==> config.mk <==
export PLATFORM = sky130hd
export DESIGN_NAME = couleur_arbitre
export DESIGN_NICKNAME = d
export VERILOG_FILES = /design/src/rtl/couleur_arbitre.sv
export SDC_FILE = /design/constraint.sdc
export NUM_CORES = 1
export LEC_CHECK = 0
export BUFFER_PORTS_ARGS = -buffer_cell sky130_fd_sc_hd__buf_2
export CORE_ASPECT_RATIO = 0.6
export CORE_MARGIN = 2
export CORE_UTILIZATION = 35
export CTS_BUF_LIST = sky130_fd_sc_hd__clkbuf_16
export DETAILED_ROUTE_END_ITERATION = 16
export SLEW_MARGIN = 30
export SYNTH_ARGS = -nofsm -noshare
export SYNTH_HDL_FRONTEND = slang
export SYNTH_SLANG_ARGS = --single-unit
==> constraint.sdc <==
create_clock -name clk -period 12.85 [get_ports clk]
set_clock_uncertainty 0.05 [all_clocks]
set_input_delay 0 -clock clk [delete_from_list [all_inputs] [get_ports clk]]
set_output_delay 0 -clock clk [all_outputs]
set_load 0.01 [all_outputs]
==> src/rtl/couleur_arbitre.sv <==
// couleur_arbitre: registered cadre/pave/pesanteur layer arbiter with a 3-3-2 palette decoder.
// Two-cycle latency. Define COULEUR_BLINK_EN to build the frame-synchronous pesanteur blink.
`timescale 1ns/1ps
module couleur_arbitre #(
    parameter int unsigned BLINK_FRAMES = 30,
    parameter logic [1:0]  PRIO_RESET   = 2'd0
) (
    input  logic       clk,
    input  logic       reset_n,
    input  logic       pixel_valid,
    input  logic       frame_start,
    input  logic [4:0] couleur_cadre,
    input  logic [4:0] couleur_pave,
    input  logic [4:0] couleur_pesanteur,
    input  logic [2:0] layer_en,
    input  logic [1:0] cfg_prio,
    input  logic       blink_on,
    output logic [2:0] rouge,
    output logic [2:0] vert,
    output logic [1:0] bleu,
    output logic       out_valid,
    output logic       collision_frame
);

    typedef enum logic [1:0] {
        PRIO_PES_PAVE_CADRE   = 2'd0,
        PRIO_PAVE_PES_CADRE   = 2'd1,
        PRIO_CADRE_PES_PAVE   = 2'd2,
        PRIO_PES_PAVE_CADRE_B = 2'd3
    } prio_e;

    logic [4:0] w_cadre;
    logic [4:0] w_pave;
    logic [4:0] w_pes;
    logic [4:0] w_pes_vis;
    logic [4:0] w_sel;
    logic       w_collision;
    logic       w_hide;

    prio_e      r_prio;
    logic       r_sticky;
    logic       r_collision_frame;
    logic [4:0] r_idx;
    logic       r_valid1;
    logic [2:0] r_rouge;
    logic [2:0] r_vert;
    logic [1:0] r_bleu;
    logic       r_out_valid;

    assign w_cadre     = layer_en[0] ? couleur_cadre     : 5'd0;
    assign w_pave      = layer_en[1] ? couleur_pave      : 5'd0;
    assign w_pes       = layer_en[2] ? couleur_pesanteur : 5'd0;
    // Overlap is judged on the masked layers, before blink hides pesanteur.
    assign w_collision = pixel_valid && (w_pave != 5'd0) && (w_pes != 5'd0);
    assign w_pes_vis   = w_hide ? 5'd0 : w_pes;

`ifdef COULEUR_BLINK_EN
    localparam logic [5:0] CNT_LAST = 6'(BLINK_FRAMES - 1);

    logic [5:0] r_frame_cnt;
    logic       r_phase;
    logic       r_blink_q;

    always_ff @(posedge clk or negedge reset_n) begin
        if (!reset_n) begin
            r_blink_q   <= 1'b0;
            r_frame_cnt <= 6'd0;
            r_phase     <= 1'b0;
        end else begin
            if (frame_start) begin
                r_blink_q <= blink_on;
            end
            // Counting follows the blink state of the closing frame, so the enabling pulse is not counted.
            if (!r_blink_q) begin
                r_frame_cnt <= 6'd0;
                r_phase     <= 1'b0;
            end else if (frame_start) begin
                if (r_frame_cnt == CNT_LAST) begin
                    r_frame_cnt <= 6'd0;
                    r_phase     <= ~r_phase;
                end else begin
                    r_frame_cnt <= r_frame_cnt + 6'd1;
                end
            end
        end
    end

    assign w_hide = r_blink_q & r_phase;
`else
    logic [6:0] w_unused_blink;
    assign w_unused_blink = {blink_on, 6'(BLINK_FRAMES)};
    assign w_hide         = 1'b0;
`endif

    function automatic logic [4:0] first_opaque(input logic [4:0] a, input logic [4:0] b,
                                                 input logic [4:0] c);
        if (a != 5'd0) begin
            first_opaque = a;
        end else if (b != 5'd0) begin
            first_opaque = b;
        end else begin
            first_opaque = c;
        end
    endfunction

    always_comb begin
        // NOTE: every always_comb output is given a default first so no path can infer a latch.
        w_sel = 5'd0;
        case (r_prio)
            PRIO_PAVE_PES_CADRE: w_sel = first_opaque(w_pave, w_pes_vis, w_cadre);
            PRIO_CADRE_PES_PAVE: w_sel = first_opaque(w_cadre, w_pes_vis, w_pave);
            default:             w_sel = first_opaque(w_pes_vis, w_pave, w_cadre);
        endcase
    end

    function automatic logic [2:0] rg_level(input logic [1:0] d);
        case (d)
            2'd0:    rg_level = 3'b000;
            2'd1:    rg_level = 3'b011;
            default: rg_level = 3'b111;
        endcase
    endfunction

    function automatic logic [1:0] b_level(input logic [1:0] d);
        case (d)
            2'd0:    b_level = 2'b00;
            2'd1:    b_level = 2'b01;
            default: b_level = 2'b11;
        endcase
    endfunction

    // Base-3 digits are taken from the index itself: 1 is the darkest blue, 26 is white.
    function automatic logic [7:0] palette(input logic [4:0] idx);
        logic [4:0] q3;
        logic [1:0] d_r;
        logic [1:0] d_g;
        logic [1:0] d_b;
        q3      = idx / 5'd3;
        d_r     = 2'(idx / 5'd9);
        d_g     = 2'(q3 % 5'd3);
        d_b     = 2'(idx % 5'd3);
        palette = 8'd0;
        if ((idx != 5'd0) && (idx <= 5'd26)) begin
            palette = {rg_level(d_r), rg_level(d_g), b_level(d_b)};
        end
    endfunction

    // NOTE: sequential state uses non-blocking assignments so every register sees pre-edge values.
    always_ff @(posedge clk or negedge reset_n) begin
        if (!reset_n) begin
            r_idx       <= 5'd0;
            r_valid1    <= 1'b0;
            r_rouge     <= 3'd0;
            r_vert      <= 3'd0;
            r_bleu      <= 2'd0;
            r_out_valid <= 1'b0;
        end else begin
            r_idx       <= w_sel;
            r_valid1    <= pixel_valid;
            r_out_valid <= r_valid1;
            {r_rouge, r_vert, r_bleu} <= r_valid1 ? palette(r_idx) : 8'd0;
        end
    end

    always_ff @(posedge clk or negedge reset_n) begin
        if (!reset_n) begin
            r_prio            <= prio_e'(PRIO_RESET);
            r_sticky          <= 1'b0;
            r_collision_frame <= 1'b0;
        end else if (frame_start) begin
            r_prio            <= prio_e'(cfg_prio);
            r_collision_frame <= r_sticky;
            r_sticky          <= w_collision;
        end else if (w_collision) begin
            r_sticky          <= 1'b1;
        end
    end

    assign rouge           = r_rouge;
    assign vert            = r_vert;
    assign bleu            = r_bleu;
    assign out_valid       = r_out_valid;
    assign collision_frame = r_collision_frame;

endmodule
==> impl_metrics.env, run 1 <==
export IMPL_status="complete, no violations"
export IMPL_cpMostUsedCell="ha_1"
export IMPL_fillers=526
export IMPL_vias_per_cell=5.61
export IMPL_switching_share_pct=47.1
export IMPL_max_slew_margin_pct=34.3
export IMPL_worstPathArrival_ns=5.64
export IMPL_track_usage_pct=16.8
export IMPL_min_period_over_period_pct=43.1
export IMPL_n_antenna_cell=0
export IMPL_critical_path_class="flop to flop"
export IMPL_crit_family="compound AO/OA/AOI/OAI gates"
export IMPL_p_sw_uw=201
export IMPL_num_rows=20
export IMPL_p_leak_uw=0.000981
export IMPL_die_y_um=61.0
export IMPL_gr_total_overflow=0
export IMPL_ys_flop_type="dfrtp_1"
export IMPL_min_to="r_idx[0]"
export IMPL_setup_viol=0
export IMPL_clk_latency_ns=0.25
export IMPL_whs_path_depth=3
export IMPL_drv_slew=0
export IMPL_grt_pass1_vias=1681
export IMPL_share_comb_of_total_power_pct=66.4
export IMPL_grt_max_degree=18
export IMPL_clockPowerShare_pct=14.4
export IMPL_timing_fmax_mhz=180
export IMPL_ys_seq_area_share_pct=22.4
export IMPL_crit_path_top_delay_cell="dfrtp_1"
export IMPL_synth_cell_types=63
export IMPL_clkTransAtPathRegs_ns=0.05
export IMPL_initial_core_util_pct=36.8
export IMPL_synthToLayoutAreaGrowth_pct=18.1
export IMPL_crit_chain="ha_1, mux2i_1, a2bb2oi_4, o21ai_0, xnor2_1, ha_1, nor2b_1, o211ai_1, mux2i_1, nor2_1, o31a_1, xnor2_1, ha_1, nor2_1, o31ai_1, or4_4, and2_4, a221oi_2"
export IMPL_cts_sinks=17
export IMPL_power_density_nw_per_um2=190
export IMPL_syn_nets=275
export IMPL_final_cell_mix="nand2_1 (48), buf_2 (33), o21ai_0 (24)"
export IMPL_coreArea_um2=5150
export IMPL_finalCriticalPeriod_ns=5.54
export IMPL_numCtsBuffers=3
export IMPL_synthTopCellsByArea="dfrtp_1 (22%), nand2_1 (9.5%), ha_1 (7.3%)"
export IMPL_syn_avg_cell_area_um2=7.94
export IMPL_syn_inst=239
export IMPL_critPathBufInv=0
export IMPL_die_area_um2=6050
export IMPL_drt_iter0_markers=117
export IMPL_routed_wl_mm=4.76
export IMPL_cts_root_buf="clkbuf_16"
export IMPL_layout_drive_gt1_share_pct=21.3
export IMPL_ys_async_sr_fraction_pct=100
export IMPL_final_antenna_net_count=0
export IMPL_seq_power_share_pct=19.2
export IMPL_synth_top_area_share_pct=22.4
export IMPL_power_uw=426
export IMPL_portBuffers=33
export IMPL_drt_pass1_iter_count=5
export IMPL_tightest_slew_ns=0.973
export IMPL_critPathMaxFanout=15
export IMPL_die_w_um=99.1
export IMPL_route_detailed_drc=0
export IMPL_hp_start="couleur_pesanteur[0]"
export IMPL_required_ns=12.95
export IMPL_wl_per_cell_um=14.1
export IMPL_r2r_start="r_idx[3]"
export IMPL_vdd_drop_max_v=0.0000660
export IMPL_finalSetupTns_ns=0
export IMPL_slowest_delay_ns=0.62
export IMPL_placed_area_um2=2080
export IMPL_synth_warnings=0
export IMPL_rsz0062_at_grt="no"
export IMPL_ff2ff_setup_slack_ns=7.31
export IMPL_htreeDepth=1
export IMPL_ys_seq_elements=17
export IMPL_gp_congestion=0.908
export IMPL_vias=1896
export IMPL_p_int_uw=226
export IMPL_grt_pass1_wl_mm=8.16
export IMPL_cp_end_kind="flop"
export IMPL_syn_area_um2=1900
export IMPL_final_common_cell="nand2_1"
export IMPL_clock_path_buffers=2
export IMPL_reg2regPathDepth=18
export IMPL_hold_ws_ns=0.0419
export IMPL_cts_tree="done"
export IMPL_place_hpwl_mm=3.83
export IMPL_startpoint_type="flop"
export IMPL_antenna_found_initial=0
export IMPL_synth_edf_count=0
export IMPL_r2r_end="vert[1]"
export IMPL_hold_viol_final=0
export IMPL_final_area_um2=2240
export IMPL_layout_nets=309
export IMPL_maxCapViolCount=0
export IMPL_hold_path_class="primary input to flop"
export IMPL_synth_top_area_cell="dfrtp_1"
export IMPL_ios=35
==> power groups by stage <==
| stage | Sequential (uW) | Combinational, uW | Clock [uW] |
|---|---|---|---|
| floorplan | 76.0 | 226 | 0 |
| global placement | 82.4 | 273 | 0 |
| detailed placement | 82.5 | 275 | 0 |
| CTS | 81.6 | 280 | 62.3 |
| global route | 84.1 | 318 | 66.2 |
| finish | 82.0 | 283 | 61.2 |
==> registers in the layout, indices dropped and copies added (netlist names) <==
name             flops
r_idx                5
bleu                 2
r_prio               2
rouge                2
vert                 2
collision_frame      1
out_valid            1
r_sticky             1
r_valid1             1
==> layer usage <==
layer / up-vias / global-route usage [%] / wire (um)
met5: - / 0 / 0
met4: 0 / 2.54 / 0
met3: 0 / 3.52 / 337
met2: 58 / 23.4 / 1760
met1: 877 / 26.7 / 2660
li1: 961 / - / -
==> cells in the mapped netlist, types with 3 or more instances <==
master / n
a211oi_1: 5
a21oi_1: 6
a221oi_1: 5
a31oi_1: 5
buf_2: 3
clkbuf_1: 6
dfrtp_1: 17
ha_1: 11
inv_1: 9
mux2_2: 3
mux2i_1: 5
nand2_1: 48
nand3_1: 3
nand4_1: 4
nor2_1: 12
nor2b_1: 3
nor3_1: 3
o211ai_1: 5
o21ai_0: 24
o31ai_1: 4
or2_2: 5
==> per-stage QoR <==
stage	worst slack (ns)	instances	util [%]
after floorplan	8.22	239	-
after global placement	7.39	326	40.4
after detailed placement	7.35	326	40.4
after CTS	7.34	338	43.5
after global routing	6.82	338	43.5
final	7.31	338	43.5
==> layout make-up <==
type | instances | area (um2) | share of cell area, %
Clock buffer | 3 | 75.1 | 3.35
Multi-Input combinational cell | 200 | 1370 | 61.2
Tap cell | 66 | 82.6 | 3.68
Sequential cell | 17 | 425 | 19.0
Clock inverter | 1 | 5.00 | 0.223
Inverter | 10 | 37.5 | 1.67
Timing Repair Buffer | 41 | 245 | 10.9
==> cells by family (layout without fill, tap and decap cells) <==
group	count (synthesis)	after routing	synth area share (%)
compound gates	79	79	31.1
xor+xnor	3	3	1.38
fa+ha+maj	11	11	7.25
buf+inv	22	55	5.34
flops	17	17	22.4
mux	9	9	5.01
simple gates	98	98	27.5
==> how the worst max path moves through the flow <==
stage | from | to | slack, ns | cells after the start
final | r_idx[3] | vert[1] | 7.31 | 18
after detailed placement | r_idx[3] | vert[1] | 7.35 | 18
after CTS | r_idx[3] | vert[1] | 7.34 | 18
after floorplan | r_idx[3] | vert[1] | 8.22 | 19
after global routing | r_idx[3] | vert[1] | 6.82 | 18
after global placement | r_idx[3] | vert[1] | 7.39 | 18
==> what timing repair did <==
item	4_1_cts	5_1_grt
hold buffers	8	0
resized for setup	0	0
hold endpoints to repair	21	0
setup buffers	0	0
==> tightest hold or removal path, stage by stage <==
cell and delay, ns:
buf_2 0.10, nand2_1 0.10, a31oi_1 0.09
No activity file was read; power rests on OpenSTA's default activity.
==> run 2: changes to the inputs <==
==> constraint.sdc (replaced) <==
create_clock -name clk -period 5.4 [get_ports clk]
set_clock_uncertainty 0.05 [all_clocks]
set_input_delay 0 -clock clk [delete_from_list [all_inputs] [get_ports clk]]
set_output_delay 0 -clock clk [all_outputs]
set_load 0.01 [all_outputs]
==> run 2 against run 1 <==
Global-route usage about the same. Via count grew 1.1%. Critical path depth down 2. Non-clock buffer count rose by 10. Combinational power rose to 2.6 times the previous value. Setup slack lost 6.8 ns. Cell area rose by 3.5%. Clock power is 140% higher. Hold slack got worse by 0.0018 ns. Largest cell class unchanged.
==> impl_metrics.env, run 2 (synthesis results as in run 1) <==
export IMPL_route_detailed_drc=0
export IMPL_min_to="r_idx[0]"
export IMPL_num_rows=20
export IMPL_coreArea_um2=5150
export IMPL_cp_end_kind="flop"
export IMPL_cts_sinks=17
export IMPL_power_density_nw_per_um2=457
export IMPL_hold_path_class="primary input to flop"
export IMPL_fillers=500
export IMPL_layout_drive_gt1_share_pct=23.8
export IMPL_top_register="r_idx"
export IMPL_crit_cells=16
export IMPL_drv_slew=0
export IMPL_drt_pass1_iter_count=5
export IMPL_gr_total_overflow=0
export IMPL_worstPathArrival_ns=4.95
export IMPL_startpoint_type="flop"
export IMPL_die_y_um=61.0
export IMPL_whs_path_depth=3
export IMPL_cts_setup_buffers=0
export IMPL_cpMostUsedCell="ha_1"
export IMPL_timing_fmax_mhz=207
export IMPL_portBuffers=33
export IMPL_htreeDepth=1
export IMPL_final_area_um2=2320
export IMPL_tightest_slew_ns=0.945
export IMPL_hold_viol_final=0
export IMPL_finalCriticalPeriod_ns=4.84
export IMPL_finalSetupTns_ns=0
export IMPL_drt_iter0_markers=178
export IMPL_hold_buffers=9
export IMPL_vdd_drop_max_v=0.000176
export IMPL_grt_pass1_vias=1613
export IMPL_final_antenna_net_count=0
export IMPL_crit_path_top_delay_cell="nor2_1"
export IMPL_die_area_um2=6050
export IMPL_r2r_end="vert[1]"
export IMPL_setup_viol=0
export IMPL_initial_core_util_pct=36.8
export IMPL_required_ns=5.50
export IMPL_vias_per_cell=5.51
export IMPL_ff2ff_setup_slack_ns=0.56
export IMPL_layout_nets=319
export IMPL_cts_resized=0
export IMPL_gp_congestion=0.909
export IMPL_pre_cts_ws_ns=0.657
export IMPL_place_hpwl_mm=3.91
export IMPL_antenna_found_initial=0
export IMPL_vias=1917
export IMPL_clkTransAtPathRegs_ns=0.05
export IMPL_routed_wl_mm=4.80
export IMPL_crit_chain="ha_1, nor2_1, o21ai_0, xnor2_1, ha_1, nor2b_1, o211ai_1, mux2i_1, nor2_1, o31a_1, xnor2_1, ha_1, or3_1, mux2_1, and2_4, a221oi_2"
export IMPL_maxCapViolCount=0
export IMPL_placed_area_um2=2150
export IMPL_grt_pass1_wl_mm=8.01
export IMPL_cts_root_buf="clkbuf_16"
export IMPL_clock_path_buffers=2
export IMPL_crit_family="simple AND/OR/NAND/NOR gates"
export IMPL_fin_util_pct=45.0
export IMPL_rsz0062_at_grt="no"
export IMPL_synthToLayoutAreaGrowth_pct=22.2
export IMPL_p_leak_uw=0.00103
export IMPL_r2r_start="r_idx[2]"
export IMPL_final_cell_mix="nand2_1 (48), buf_2 (33), o21ai_0 (24)"
export IMPL_track_usage_pct=16.7
export IMPL_numCtsBuffers=3
export IMPL_hp_start="couleur_pesanteur[0]"
export IMPL_n_antenna_cell=0
export IMPL_grt_max_degree=18
export IMPL_min_period_over_period_pct=89.7
export IMPL_slowest_delay_ns=0.58
export IMPL_status="complete, no violations"
export IMPL_cts_tree="done"
export IMPL_largest_reg_flops=5
export IMPL_ios=35
export IMPL_die_w_um=99.1
export IMPL_critical_path_class="flop to flop"
export IMPL_clk_latency_ns=0.25
export IMPL_critPathBufInv=0
export IMPL_final_common_cell="nand2_1"
export IMPL_reg2regPathDepth=16
export IMPL_max_slew_margin_pct=36.2
export IMPL_layout_setup_ws_ns=0.557
export IMPL_critPathMaxFanout=12
export IMPL_wl_per_cell_um=13.8
[run 2: cell types whose count changed in the layout (fill, tap and decap cells not counted), sizes merged]
cell,delta
buf,+9
dlygate4sd3,+1
[run 2: how the worst max path moves through the flow]
| stage | start | slack, ns | endpoint |
|---|---|---|---|
| 2_1_floorplan | r_idx[3] | 0.77 | vert[1] |
| 3_3_place_gp | r_idx[2] | 0.68 | vert[1] |
| 3_5_place_dp | r_idx[2] | 0.66 | vert[1] |
| 4_1_cts | r_idx[2] | 0.63 | vert[1] |
| 5_1_grt | r_idx[2] | 0.29 | vert[1] |
| 6_report | r_idx[2] | 0.56 | vert[1] |
[run 2: power by group]
part / total, uW / switching (uW) / internal, uW
sequential: 178 / 22.0 / 156
combinational: 735 / 409 / 326
clock: 147 / 48.4 / 99.0
total: 1060 / 480 / 580
[run 2: through the flow]
| step | hold WS [ns] | cells | power [uW] |
|---|---|---|---|
| after floorplan | -0.346 | 239 | 718 |
| after global placement | -0.116 | 335 | 903 |
| after detailed placement | -0.108 | 335 | 901 |
| after CTS | 0.0325 | 348 | 1060 |
| after global routing | 0.0589 | 348 | 1160 |
| final | 0.0402 | 348 | 1060 |
[run 2: area by class of cell]
type	instances	area [um2]	area share, %
Multi-Input combinational cell	200	1370	59.1
Sequential cell	17	425	18.3
Timing Repair Buffer	51	323	13.9
Tap cell	66	82.6	3.56
Clock buffer	3	75.1	3.24
Inverter	10	37.5	1.62
Clock inverter	1	5.00	0.216
[run 2: worst min-delay path, cell delays in order]
cell and delay (ns):
buf_2 0.10, nand2_1 0.10, a31oi_1 0.09
[run 2: routing by layer]
metal,GRT usage [%],part of all wire [%],wire length [um]
met1,27.6,58,2760
met2,22.3,36,1720
met3,2.84,5.9,283
met4,3.13,0.63,30
met5,0,0,0
==> run 3: changes to the inputs <==
--- a/config.mk
+++ b/config.mk
@@ -6,7 +6,7 @@
 export NUM_CORES = 1
 export LEC_CHECK = 0
 export BUFFER_PORTS_ARGS = -buffer_cell sky130_fd_sc_hd__buf_2
-export CORE_ASPECT_RATIO = 0.6
+export CORE_ASPECT_RATIO = 1.2
 export CORE_MARGIN = 2
 export CORE_UTILIZATION = 35
 export CTS_BUF_LIST = sky130_fd_sc_hd__clkbuf_16
==> constraint.sdc (replaced) <==
create_clock -name clk -period 5.4 [get_ports clk]
set_clock_uncertainty 0.05 [all_clocks]
set_input_delay 0.27 -clock clk [delete_from_list [all_inputs] [get_ports clk]]
set_output_delay 0.27 -clock clk [all_outputs]
set_load 0.01 [all_outputs]
==> run 3 against run 2 <==
Critical path depth up 1. Cell area shrank 4.3%. Sequential share of layout area is 0.83 points higher.
==> impl_metrics.env, run 3 (synthesis results as in run 1) <==
export IMPL_status="complete, no violations"
export IMPL_finalCriticalPeriod_ns=4.92
export IMPL_grtUsageMet2_pct=30.6
export IMPL_layout_drive_gt1_share_pct=24.0
export IMPL_cp_end_kind="flop"
export IMPL_grt_max_degree=18
export IMPL_die_w_um=71.2
export IMPL_r2r_end="vert[1]"
export IMPL_initial_core_util_pct=36.1
export IMPL_grt_pass1_vias=1929
export IMPL_routed_wl_mm=4.70
export IMPL_power_density_nw_per_um2=466
export IMPL_gp_congestion=0.819
export IMPL_p_leak_uw=0.000984
export IMPL_portBuffers=33
export IMPL_grtUsageMet1_pct=19.9
export IMPL_final_cell_mix="nand2_1 (48), buf_2 (33), o21ai_0 (24)"
export IMPL_hold_viol_final=0
export IMPL_cts_root_buf="clkbuf_16"
export IMPL_final_common_cell="nand2_1"
export IMPL_critPathMaxFanout=15
export IMPL_pre_cts_ws_ns=0.493
export IMPL_htreeDepth=1
export IMPL_clk_latency_ns=0.25
export IMPL_finalSetupTns_ns=0
export IMPL_place_hpwl_mm=3.71
export IMPL_largest_reg_flops=5
export IMPL_stdcell_count=333
export IMPL_top_register="r_idx"
export IMPL_numCtsBuffers=3
export IMPL_n_antenna_cell=0
export IMPL_drt_pass1_iter_count=4
export IMPL_cpMostUsedCell="ha_1"
export IMPL_r2r_start="r_idx[3]"
export IMPL_setup_viol=0
export IMPL_drt_iter0_markers=113
export IMPL_worstPathArrival_ns=5.03
export IMPL_ff2ff_setup_slack_ns=0.48
export IMPL_final_antenna_net_count=0
export IMPL_cts_tree="done"
export IMPL_clkTransAtPathRegs_ns=0.05
export IMPL_gr_total_overflow=0
export IMPL_critical_path_class="flop to flop"
export IMPL_crit_chain="ha_1, nor4b_4, a2bb2oi_4, o21ai_0, xnor2_1, ha_1, nor2b_1, o211ai_1, mux2i_1, nor2_1, o31a_1, xnor2_1, ha_1, or3_1, mux2_1, and2_4, a221oi_2"
export IMPL_vdd_drop_max_v=0.000170
export IMPL_num_rows=29
export IMPL_antenna_found_initial=0
export IMPL_tightest_slew_ns=0.670
export IMPL_cts_sinks=17
export IMPL_crit_end="vert[1]"
export IMPL_reg2regPathDepth=17
export IMPL_grt_busiest_layer="met2"
export IMPL_required_ns=5.50
export IMPL_coreArea_um2=5260
export IMPL_track_usage_pct=17.0
export IMPL_route_detailed_drc=0
export IMPL_cts_resized=0
export IMPL_crit_path_top_delay_cell="dfrtp_1"
export IMPL_clock_path_buffers=2
export IMPL_rsz0062_at_grt="no"
export IMPL_die_y_um=84.7
export IMPL_dp_cells=328
export IMPL_synthToLayoutAreaGrowth_pct=16.9
export IMPL_placed_area_um2=2120
export IMPL_layout_nets=308
export IMPL_maxCapViolCount=0
export IMPL_vias=1885
export IMPL_timing_fmax_mhz=203
export IMPL_ios=35
export IMPL_use_met3_pct=2.52
export IMPL_grt_pass1_wl_mm=8.51
export IMPL_wl_per_cell_um=14.1
export IMPL_max_slew_margin_pct=55.2
export IMPL_hold_path_class="primary input to flop"
export IMPL_die_area_um2=6030
export IMPL_final_area_um2=2220
export IMPL_layout_setup_ws_ns=0.478
export IMPL_startpoint_type="flop"
export IMPL_vias_per_cell=5.66
export IMPL_slowest_delay_ns=0.63
export IMPL_drv_slew=0
export IMPL_critPathLaunch="r_idx[3]"
export IMPL_min_period_over_period_pct=91.1
## run 3: metrics by stage
stage / total power, uW / hold slack (ns) / utilization, %
after floorplan: 718 / -0.0756 / -
after global placement: 871 / 0.168 / 40.3
after detailed placement: 885 / 0.180 / 40.3
after CTS: 1040 / 0.105 / 42.0
after global routing: 1150 / 0.105 / 42.2
final: 1040 / 0.106 / 42.2
## run 3: layout make-up
| type | instances | area (um2) |
|---|---|---|
| clock inverters | 1 | 5.00 |
| multi-input cells | 200 | 1380 |
| inverters | 10 | 37.5 |
| flip-flops and latches | 17 | 425 |
| well taps | 62 | 77.6 |
| clock buffers | 3 | 75.1 |
| repair buffers | 40 | 220 |
| fillers | 541 | 3040 |
## run 3: routing by layer
metal  up-vias  routed length (um)
li1        961                   -
met1       869                2050
met2        42                2410
met3        13                 109
met4         0                 124
met5         -                   0
## run 3: where the power goes
part | leakage, uW | internal (uW) | switching, uW
combinational | 0.000731 | 304 | 397
sequential | 0.000212 | 156 | 31.0
clock | 0.0000409 | 99.0 | 48.5
total | 0.000984 | 559 | 476
## run 3: how the worst min path moves through the flow
stage                     to  depth (start not counted)  slack [ns]         from
finish              r_valid1                          1        0.11  pixel_valid
detailed placement  r_idx[4]                          1        0.18      reset_n
CTS                 r_valid1                          1        0.10  pixel_valid
global route        r_valid1                          1        0.10  pixel_valid
global placement    r_idx[4]                          1        0.17      reset_n
floorplan            bleu[0]                          0       -0.08      reset_n
## run 3: worst max-delay path, delay by kind of cell, from the launching register on
family                   cells  cell delay (ns)
adder cells (fa/ha/maj)      3             0.95
AO/OA/AOI/OAI                5             0.97
multiplexers                 2             0.53
XOR/XNOR                     2             0.49
flip-flops                   1             0.63
AND/OR/NAND/NOR              5             1.20
## run 3: what timing repair did
item	4_1_cts	5_1_grt
setup buffers	0	0
hold endpoints to repair	17	0
hold buffers	1	0
